$ cat src/rtl/hazard_pkg.sv
// Shared types and constants for the pipeline hazard controller.
package hazard_pkg;

  // Default register-address width for the 5-stage core (32 architectural registers).
  localparam int unsigned REG_W_DEF = 5;

  // Architectural zero register; writes to it never create a dependency.
  localparam int unsigned X0_ADDR = 0;

  // Width of the remaining-bubble counter; covers LOAD_STALL up to 7.
  localparam int unsigned REM_W = 3;

  // Load-use stall FSM states.
  typedef enum logic [0:0] {
    StRun     = 1'b0,
    StLdStall = 1'b1
  } state_e;

endpackage

$ cat src/rtl/sat_counter.sv
// Saturating up-counter with asynchronous active-high reset.
module sat_counter #(
  parameter int unsigned W = 16
) (
  input  logic         clk,
  input  logic         rst,
  input  logic         inc,
  output logic [W-1:0] count
);

  logic [W-1:0] count_q;
  logic [W-1:0] count_d;

  // Next count: advance on inc, stick at all-ones instead of wrapping.
  always_comb begin
    count_d = count_q;
    if (inc && (count_q != {W{1'b1}})) begin
      count_d = count_q + W'(1);
    end
  end

  // Count register.
  always_ff @(posedge clk or posedge rst) begin
    if (rst) begin
      count_q <= '0;
    end else begin
      count_q <= count_d;
    end
  end

  assign count = count_q;

endmodule

$ cat src/rtl/hazard_ctrl.sv
// Hazard controller for the 5-stage core: load-use stalls of configurable length,
// branch/jump flushes, data-memory freeze and a saturating stall-cycle counter.
module hazard_ctrl
  import hazard_pkg::*;
#(
  parameter int unsigned REG_W      = REG_W_DEF,
  parameter int unsigned LOAD_STALL = 1,
  parameter bit          BR_IN_MEM  = 1'b0,
  parameter int unsigned CNT_W      = 16
) (
  input  logic             clk,
  input  logic             rst,
  input  logic             in_idex_memread,
  input  logic [REG_W-1:0] in_idex_rd,
  input  logic [REG_W-1:0] in_ifid_rs1,
  input  logic [REG_W-1:0] in_ifid_rs2,
  input  logic             in_ifid_uses_rs2,
  input  logic             in_branch_jal,
  input  logic             mem_req,
  input  logic             mem_ready,
  output logic             pcwrite,
  output logic             ifidwrite,
  output logic             idexwrite,
  output logic             exmemwrite,
  output logic             controlsel,
  output logic             ifid_clear,
  output logic             idex_clear,
  output logic             exmem_clear,
  output logic [CNT_W-1:0] stall_cnt
);

  state_e           state_q, state_d;
  logic [REM_W-1:0] rem_q, rem_d;

  logic freeze;
  logic flush;
  logic luh;
  logic rs1_hit;
  logic rs2_hit;

  assign freeze  = mem_req & ~mem_ready;
  assign flush   = in_branch_jal;
  assign rs1_hit = (in_idex_rd == in_ifid_rs1);
  assign rs2_hit = in_ifid_uses_rs2 & (in_idex_rd == in_ifid_rs2);
  // A load targeting x0 produces nothing to wait for.
  assign luh     = in_idex_memread & (in_idex_rd != REG_W'(X0_ADDR)) & (rs1_hit | rs2_hit);

  // Event priority: reset, freeze, flush, ongoing stall, new load-use hazard.
  always_comb begin
    state_d     = state_q;
    rem_d       = rem_q;
    pcwrite     = 1'b1;
    ifidwrite   = 1'b1;
    idexwrite   = 1'b1;
    exmemwrite  = 1'b1;
    controlsel  = 1'b0;
    ifid_clear  = 1'b0;
    idex_clear  = 1'b0;
    exmem_clear = 1'b0;

    if (rst) begin
      // Hold the whole pipeline with bubbles while reset is asserted.
      pcwrite     = 1'b0;
      ifidwrite   = 1'b0;
      idexwrite   = 1'b0;
      exmemwrite  = 1'b0;
      controlsel  = 1'b1;
      ifid_clear  = 1'b1;
      idex_clear  = 1'b1;
      exmem_clear = 1'b1;
    end else if (freeze) begin
      // Whole pipeline waits on memory; flush/luh are re-evaluated afterwards.
      pcwrite    = 1'b0;
      ifidwrite  = 1'b0;
      idexwrite  = 1'b0;
      exmemwrite = 1'b0;
    end else if (flush) begin
      ifid_clear  = 1'b1;
      idex_clear  = 1'b1;
      controlsel  = 1'b1;
      exmem_clear = BR_IN_MEM;
      // Any stalled instruction is on the wrong path and is squashed.
      state_d     = StRun;
      rem_d       = '0;
    end else if (state_q == StLdStall) begin
      // The load has left EX; keep bubbling without re-checking luh.
      pcwrite    = 1'b0;
      ifidwrite  = 1'b0;
      controlsel = 1'b1;
      if (rem_q == REM_W'(1)) begin
        state_d = StRun;
        rem_d   = '0;
      end else begin
        rem_d = rem_q - REM_W'(1);
      end
    end else if (luh) begin
      pcwrite    = 1'b0;
      ifidwrite  = 1'b0;
      controlsel = 1'b1;
      if (LOAD_STALL > 1) begin
        state_d = StLdStall;
        rem_d   = REM_W'(LOAD_STALL - 1);
      end
    end
  end

  // State and remaining-bubble registers.
  always_ff @(posedge clk or posedge rst) begin
    if (rst) begin
      state_q <= StRun;
      rem_q   <= '0;
    end else begin
      state_q <= state_d;
      rem_q   <= rem_d;
    end
  end

  sat_counter #(
    .W(CNT_W)
  ) u_stall_cnt (
    .clk  (clk),
    .rst  (rst),
    .inc  (~pcwrite & ~rst),
    .count(stall_cnt)
  );

endmodule
$ cat config.mk
export PLATFORM = sky130hd
export DESIGN_NAME = hazard_ctrl
export DESIGN_NICKNAME = d
export VERILOG_FILES = /design/src/rtl/hazard_pkg.sv /design/src/rtl/sat_counter.sv /design/src/rtl/hazard_ctrl.sv
export SDC_FILE = /design/constraint.sdc
export NUM_CORES = 1
export LEC_CHECK = 0
export BUFFER_PORTS_ARGS = -buffer_cell sky130_fd_sc_hd__buf_2
export CAP_MARGIN = 20
export CORE_ASPECT_RATIO = 1.2
export CORE_MARGIN = 3
export CORE_UTILIZATION = 25
export CTS_CLUSTER_SIZE = 10
export DETAILED_ROUTE_END_ITERATION = 8
export PLACE_DENSITY = 0.46
export SLEW_MARGIN = 20
export SYNTH_ARGS = -nofsm -noshare
export SYNTH_HDL_FRONTEND = slang
export SYNTH_SLANG_ARGS = --single-unit
$ cat constraint.sdc
create_clock -name clk -period 1.65 [get_ports clk]
set_clock_uncertainty 0.2 [all_clocks]
set_input_delay 0.165 -clock clk [delete_from_list [all_inputs] [get_ports clk]]
set_output_delay 0.165 -clock clk [all_outputs]
set_load 0.05 [all_outputs]
==> results.toml, run 1 <==
[placed_design]
dpl.hpwl_um = 2490
gp_congestion = 0.713
numPortBuffers = 45

[sta]
tightest_slew_ns = 0.566
final-setup-viol-count = 19
finalHoldViolCount = 0
slew_headroom_pct = 61.8
finalCriticalPeriod_ns = 1.82
maxSlewViolCount = 0
rsz0062_at_grt = "true"
hold_ws_ns = 0.0495
fmax_mhz = 550
finalSetupTns_ns = -1.82
period_share_pct = 110
fin_ws_ns = -0.169

[min_path]
min_to = "rem_q[1]"
min_from = "in_branch_jal"
hold_class = "primary input to register"
holdPathStages = 3

[floorplan]
coreArea_sq_um = 4660
die_x_um = 69.8
start_util_pct = 26.2
ios = 46
dieHeight_um = 82.6
die_area_sq_um = 5770
row_count = 27

[route]
detailroute.via_count = 1202
wl_um = 3210
drtAntennaViolNets = 0
drc_errors = 0
dr.first_iter.drc_count = 35
wl_per_cell_um = 12.3
routed_via_density = 4.61
drt_first_pass_iters = 4

[synth]
synth_cells = 128
synth_nets = 153
synth-compound-area-share_pct = 9.42
netlist_area_sq_um = 1220
synth_adder_area_share_pct = 3.07
synthXorXnorAreaFrac_pct = 17.9
synth_top_family_by_area = "simple AND/OR/NAND/NOR gates"
synthMuxAreaShare_pct = 1.23
yosysUniqueCellTypes = 31
yosysSeqAreaShare_pct = 40.9
yosys.area_share.simple_pct = 21.3
ys_warn_count = 0
synth_edf_count = 0
synth-main-ff-cell = "dfrtp_1"
synth-seq-cells = 20
synth_async_sr_flop_share_pct = 100
avgSynthCellArea_sq_um = 9.55

[setup_path]
cp-end-kind = "output port"
max_stage_delay_ns = 0.54
path_cells = "buf_8 -> or4_4 -> o21ai_4 -> nor2_2 -> nor2_2 -> o21a_4 -> buf_8"
crit_arrival_ns = 1.45
worstPathMaxFanout = 3
rr_worst_depth = 7
r2r_start = "u_stall_cnt.count[0]"
r2r_end = "u_stall_cnt.count[10]"
crit_path_start_kind = "primary input"
worst-setup-path-type = "primary input to output port"
slowest_stage = "or4_4"
r2r_slack_ns = -0.07
required_ns = 1.28

[power]
swShare_pct = 38.3
sequentialPowerShare_pct = 35.0
p_switching_mw = 0.672
pwr-share-comb_pct = 43.5
leakage_nw = 0.941
clock_power_share_pct = 21.5
power.internal_mw = 1.08
power.density_nw_per_um2 = 844
vdd_ir_drop_max_v = 0.000360

[cts]
root_buffer = "clkbuf_8"
h-tree-depth = 1
clock_latency_ns = 0.26
clk_path_buf_depth = 2
clock-sinks = 20
path_clk_slew_ns = 0.08
cts_tree = "done"
cts_inserted_buffers = 3

[run_status]
status = "complete, but fails checks"
failed_checks = "negative setup slack"

[global_routing]
grt_pass1_wl_um = 5330
grt_max_degree = 21
antenna_found_initial = 0
gr-total-overflow = 0
grt_usage_pct = 11.6
grt_pass1_vias = 1223

[final_layout]
mostFrequentLayoutCells = "38 x buf_2, 28 x buf_4, 13 x xnor2_1"
antenna_cells = 0
postLayoutCoreUtil_pct = 44.6
syn_to_final_growth_pct = 70.2
nets = 229
final_common_cell = "buf_2"
drive_gt1_share_pct = 60.1

[flow_run]
drv_cap = 0
[worst max-delay path: cells and delay by family]
kind,cells,cell delay [ns]
and+or+nand+nor,3,0.73
AOI/OAI and AO/OA,2,0.31
buffers and inverters,2,0.24
[stage by stage]
stage / total power, mW / std cells / area [sq um] / worst slack [ns]
after floorplan: 1.08 / 128 / 1350 / -0.244
after global placement: 1.31 / 252 / 1810 / -0.327
after detailed placement: 1.32 / 252 / 1810 / -0.337
after CTS: 1.74 / 260 / 1970 / -0.168
after global routing: 1.86 / 261 / 2080 / -0.212
final: 1.76 / 261 / 2080 / -0.169
[cells by family (layout without fill, tap and decap cells)]
group	count (synthesis)	after routing
flops	20	20
buf+inv	13	88
compound gates	15	15
xor+xnor	25	25
mux	1	1
simple gates	51	51
fa+ha+maj	3	3
[synthesized netlist by cell type (2+ instances only)]
library cell / number / area [sq um]
a21oi_1: 2 / 10.0
and2_1: 2 / 12.5
and3_1: 4 / 25.0
buf_4: 5 / 37.5
dfrtp_1: 20 / 500
ha_1: 3 / 37.5
inv_1: 6 / 22.5
nand2_1: 8 / 30.0
nand3_1: 12 / 60.1
nand4_1: 6 / 37.5
nor2_1: 12 / 45.0
nor3_1: 3 / 15.0
o21ai_0: 4 / 20.0
xnor2_1: 16 / 140
xor2_1: 9 / 78.8
[worst max path at each step]
stage | start | endpoint
after floorplan | in_idex_rd[0] | pcwrite
after global placement | in_idex_rd[0] | ifidwrite
after detailed placement | in_idex_rd[0] | pcwrite
after CTS | in_ifid_rs2[0] | pcwrite
after global routing | in_idex_rd[4] | ifidwrite
final | in_idex_rd[4] | ifidwrite
[metal layers]
layer / track usage (%) / wire length [um] / up-vias
li1: - / - / 590
met1: 12.6 / 1300 / 568
met2: 22.1 / 1660 / 39
met3: 2.18 / 191 / 5
met4: 5.17 / 58 / 0
met5: 0 / 0 / -
[state kept, by name (all words and copies together) (netlist names)]
name	flops
u_stall_cnt.count	16
rem_q	3
state_q	1
[area by class of cell]
| class | instances | area (sq um) |
|---|---|---|
| sequential | 20 | 513 |
| tap | 58 | 72.6 |
| clock buffer | 4 | 55.1 |
| inverter | 6 | 22.5 |
| multi-input combinational | 95 | 850 |
| fill | 471 | 2580 |
| timing repair buffer | 78 | 568 |
[timing repair]
action	4_1_cts	5_1_grt
hold buffers	1	0
pin swaps	29	5
setup buffers	3	0
endpoints found under the hold margin	20	0
resized for setup	21	12
gates cloned	0	1
endpoints found under the setup margin	9	20
[power groups by stage]
| stage | Combinational [mW] | Clock, mW | Sequential (mW) |
|---|---|---|---|
| after floorplan | 0.292 | 0 | 0.790 |
| after global placement | 0.684 | 0 | 0.623 |
| after detailed placement | 0.696 | 0 | 0.624 |
| after CTS | 0.730 | 0.395 | 0.615 |
| after global routing | 0.829 | 0.406 | 0.626 |
| final | 0.763 | 0.378 | 0.614 |
Note: power is estimated with default switching activity, not from simulation.
==> run 2: changes to the inputs <==
--- a/config.mk
+++ b/config.mk
@@ -13,6 +13,7 @@
 export CTS_CLUSTER_SIZE = 10
 export DETAILED_ROUTE_END_ITERATION = 8
 export PLACE_DENSITY = 0.46
+export SKIP_LAST_GASP = 1
 export SLEW_MARGIN = 20
 export SYNTH_ARGS = -nofsm -noshare
 export SYNTH_HDL_FRONTEND = slang
==> results.toml, run 2 (same netlist as run 1, synthesis figures left out) <==
[run_status]
status = "complete, but fails checks"
failed_checks = "negative setup slack"

[final_layout]
final_common_cell = "buf_2"
largest_reg_flops = 16
antenna_cells = 0
drive_gt1_share_pct = 60.6
nFillCells = 469
syn_to_final_growth_pct = 70.8
postLayoutCoreUtil_pct = 44.8
mostFrequentLayoutCells = "38 x buf_2, 28 x buf_4, 12 x xnor2_1"
nets = 229

[cts]
clock-sinks = 20
path_clk_slew_ns = 0.08
clk_path_buf_depth = 2
cts_inserted_buffers = 3
root_buffer = "clkbuf_8"
cts_tree = "done"
h-tree-depth = 1
clock_latency_ns = 0.26

[setup_path]
crit_arrival_ns = 1.45
required_ns = 1.28
r2r_start = "u_stall_cnt.count[0]"
worst-setup-path-type = "primary input to output port"
r2r_slack_ns = -0.09
rr_worst_depth = 7
r2r_end = "u_stall_cnt.count[10]"
crit_path_start_kind = "primary input"
cp-end-kind = "output port"
worstPathMaxFanout = 3

[power]
power.density_nw_per_um2 = 840
p_switching_mw = 0.672
swShare_pct = 38.3
clock_power_share_pct = 21.6
pwr-share-comb_pct = 43.4
power.internal_mw = 1.08
sequentialPowerShare_pct = 35.0
finalPower_mw = 1.75
leakage_nw = 0.946
vdd_ir_drop_max_v = 0.000360

[route]
drt_first_pass_iters = 4
drtAntennaViolNets = 0
drc_errors = 0
wl_um = 3210
wl_per_cell_um = 12.3
dr.first_iter.drc_count = 52
detailroute.via_count = 1212
routed_via_density = 4.64

[floorplan]
die_area_sq_um = 5770
coreArea_sq_um = 4660
die_x_um = 69.8
ios = 46
start_util_pct = 26.2
row_count = 27
dieHeight_um = 82.6

[min_path]
holdPathStages = 3
hold_class = "primary input to register"
min_from = "in_branch_jal"
min_to = "rem_q[1]"

[placed_design]
numPortBuffers = 45
pre_cts_slack_ns = -0.337
gp_congestion = 0.713
dpl.hpwl_um = 2490

[sta]
fmax_mhz = 550
period_share_pct = 110
finalCriticalPeriod_ns = 1.82
fin_ws_ns = -0.169
finalHoldViolCount = 0
final-setup-viol-count = 19
tightest_slew_ns = 0.567
slew_headroom_pct = 61.8
maxSlewViolCount = 0
rsz0062_at_grt = "true"
finalSetupTns_ns = -1.91
hold_ws_ns = 0.0491

[flow_run]
drv_cap = 0

[global_routing]
antenna_found_initial = 0
grt_usage_pct = 11.6
grt_pass1_wl_um = 5330
gr-total-overflow = 0
grt_max_degree = 21
grt_pass1_vias = 1220
## run 2: timing repair
item                                    CTS  global route
gates resized for setup                  20            14
gates cloned                              0             1
hold buffers                              1             0
pin swaps                                11            10
endpoints found under the setup margin    9            20
hold endpoints to repair                 20             0
setup buffers                             3             0
## run 2: metal layers
metal  track usage, %  up-vias  part of all wire, %  routed length [um]
li1                 -      591                    -                   -
met1             12.7      575                   40                1270
met2             22.0       41                   52                1670
met3             2.18        5                  6.4                 204
met4             5.17        0                  1.8                  59
met5                0        -                    0                   0
## run 2: area by class of cell
| cell class | count | area [sq um] | area share (%) |
|---|---|---|---|
| clock buffers | 4 | 55.1 | 2.64 |
| repair buffers | 78 | 568 | 27.2 |
| flip-flops and latches | 20 | 513 | 24.6 |
| well taps | 58 | 72.6 | 3.48 |
| multi-input cells | 95 | 857 | 41.0 |
| inverters | 6 | 22.5 | 1.08 |
## run 2: metrics by stage
stage               instances  cell area (sq um)
finish                    261               2090
global route              261               2090
CTS                       260               1970
detailed placement        252               1810
global placement          252               1810
floorplan                 128               1350
## run 2: worst max path at each step
stage,start,to,slack (ns),depth (start not counted)
floorplan,in_idex_rd[0],pcwrite,-0.24,6
global placement,in_idex_rd[0],ifidwrite,-0.33,7
detailed placement,in_idex_rd[0],pcwrite,-0.34,7
CTS,in_ifid_rs2[0],pcwrite,-0.17,8
global route,in_idex_rd[4],ifidwrite,-0.21,8
finish,in_idex_rd[4],ifidwrite,-0.17,7
## run 2: worst max-delay path: stages
cell and delay (ns):
buf_8 0.10, or4_4 0.54, o21ai_4 0.15, nor2_2 0.06
nor2_2 0.13, o21a_4 0.16, buf_8 0.14
## run 2: power by group through the flow
stage               sequential [mW]  clock [mW]  combinational, mW
floorplan                     0.790           0              0.292
global placement              0.623           0              0.684
detailed placement            0.624           0              0.696
CTS                           0.615       0.395              0.729
global route                  0.626       0.406              0.830
finish                        0.614       0.378              0.762
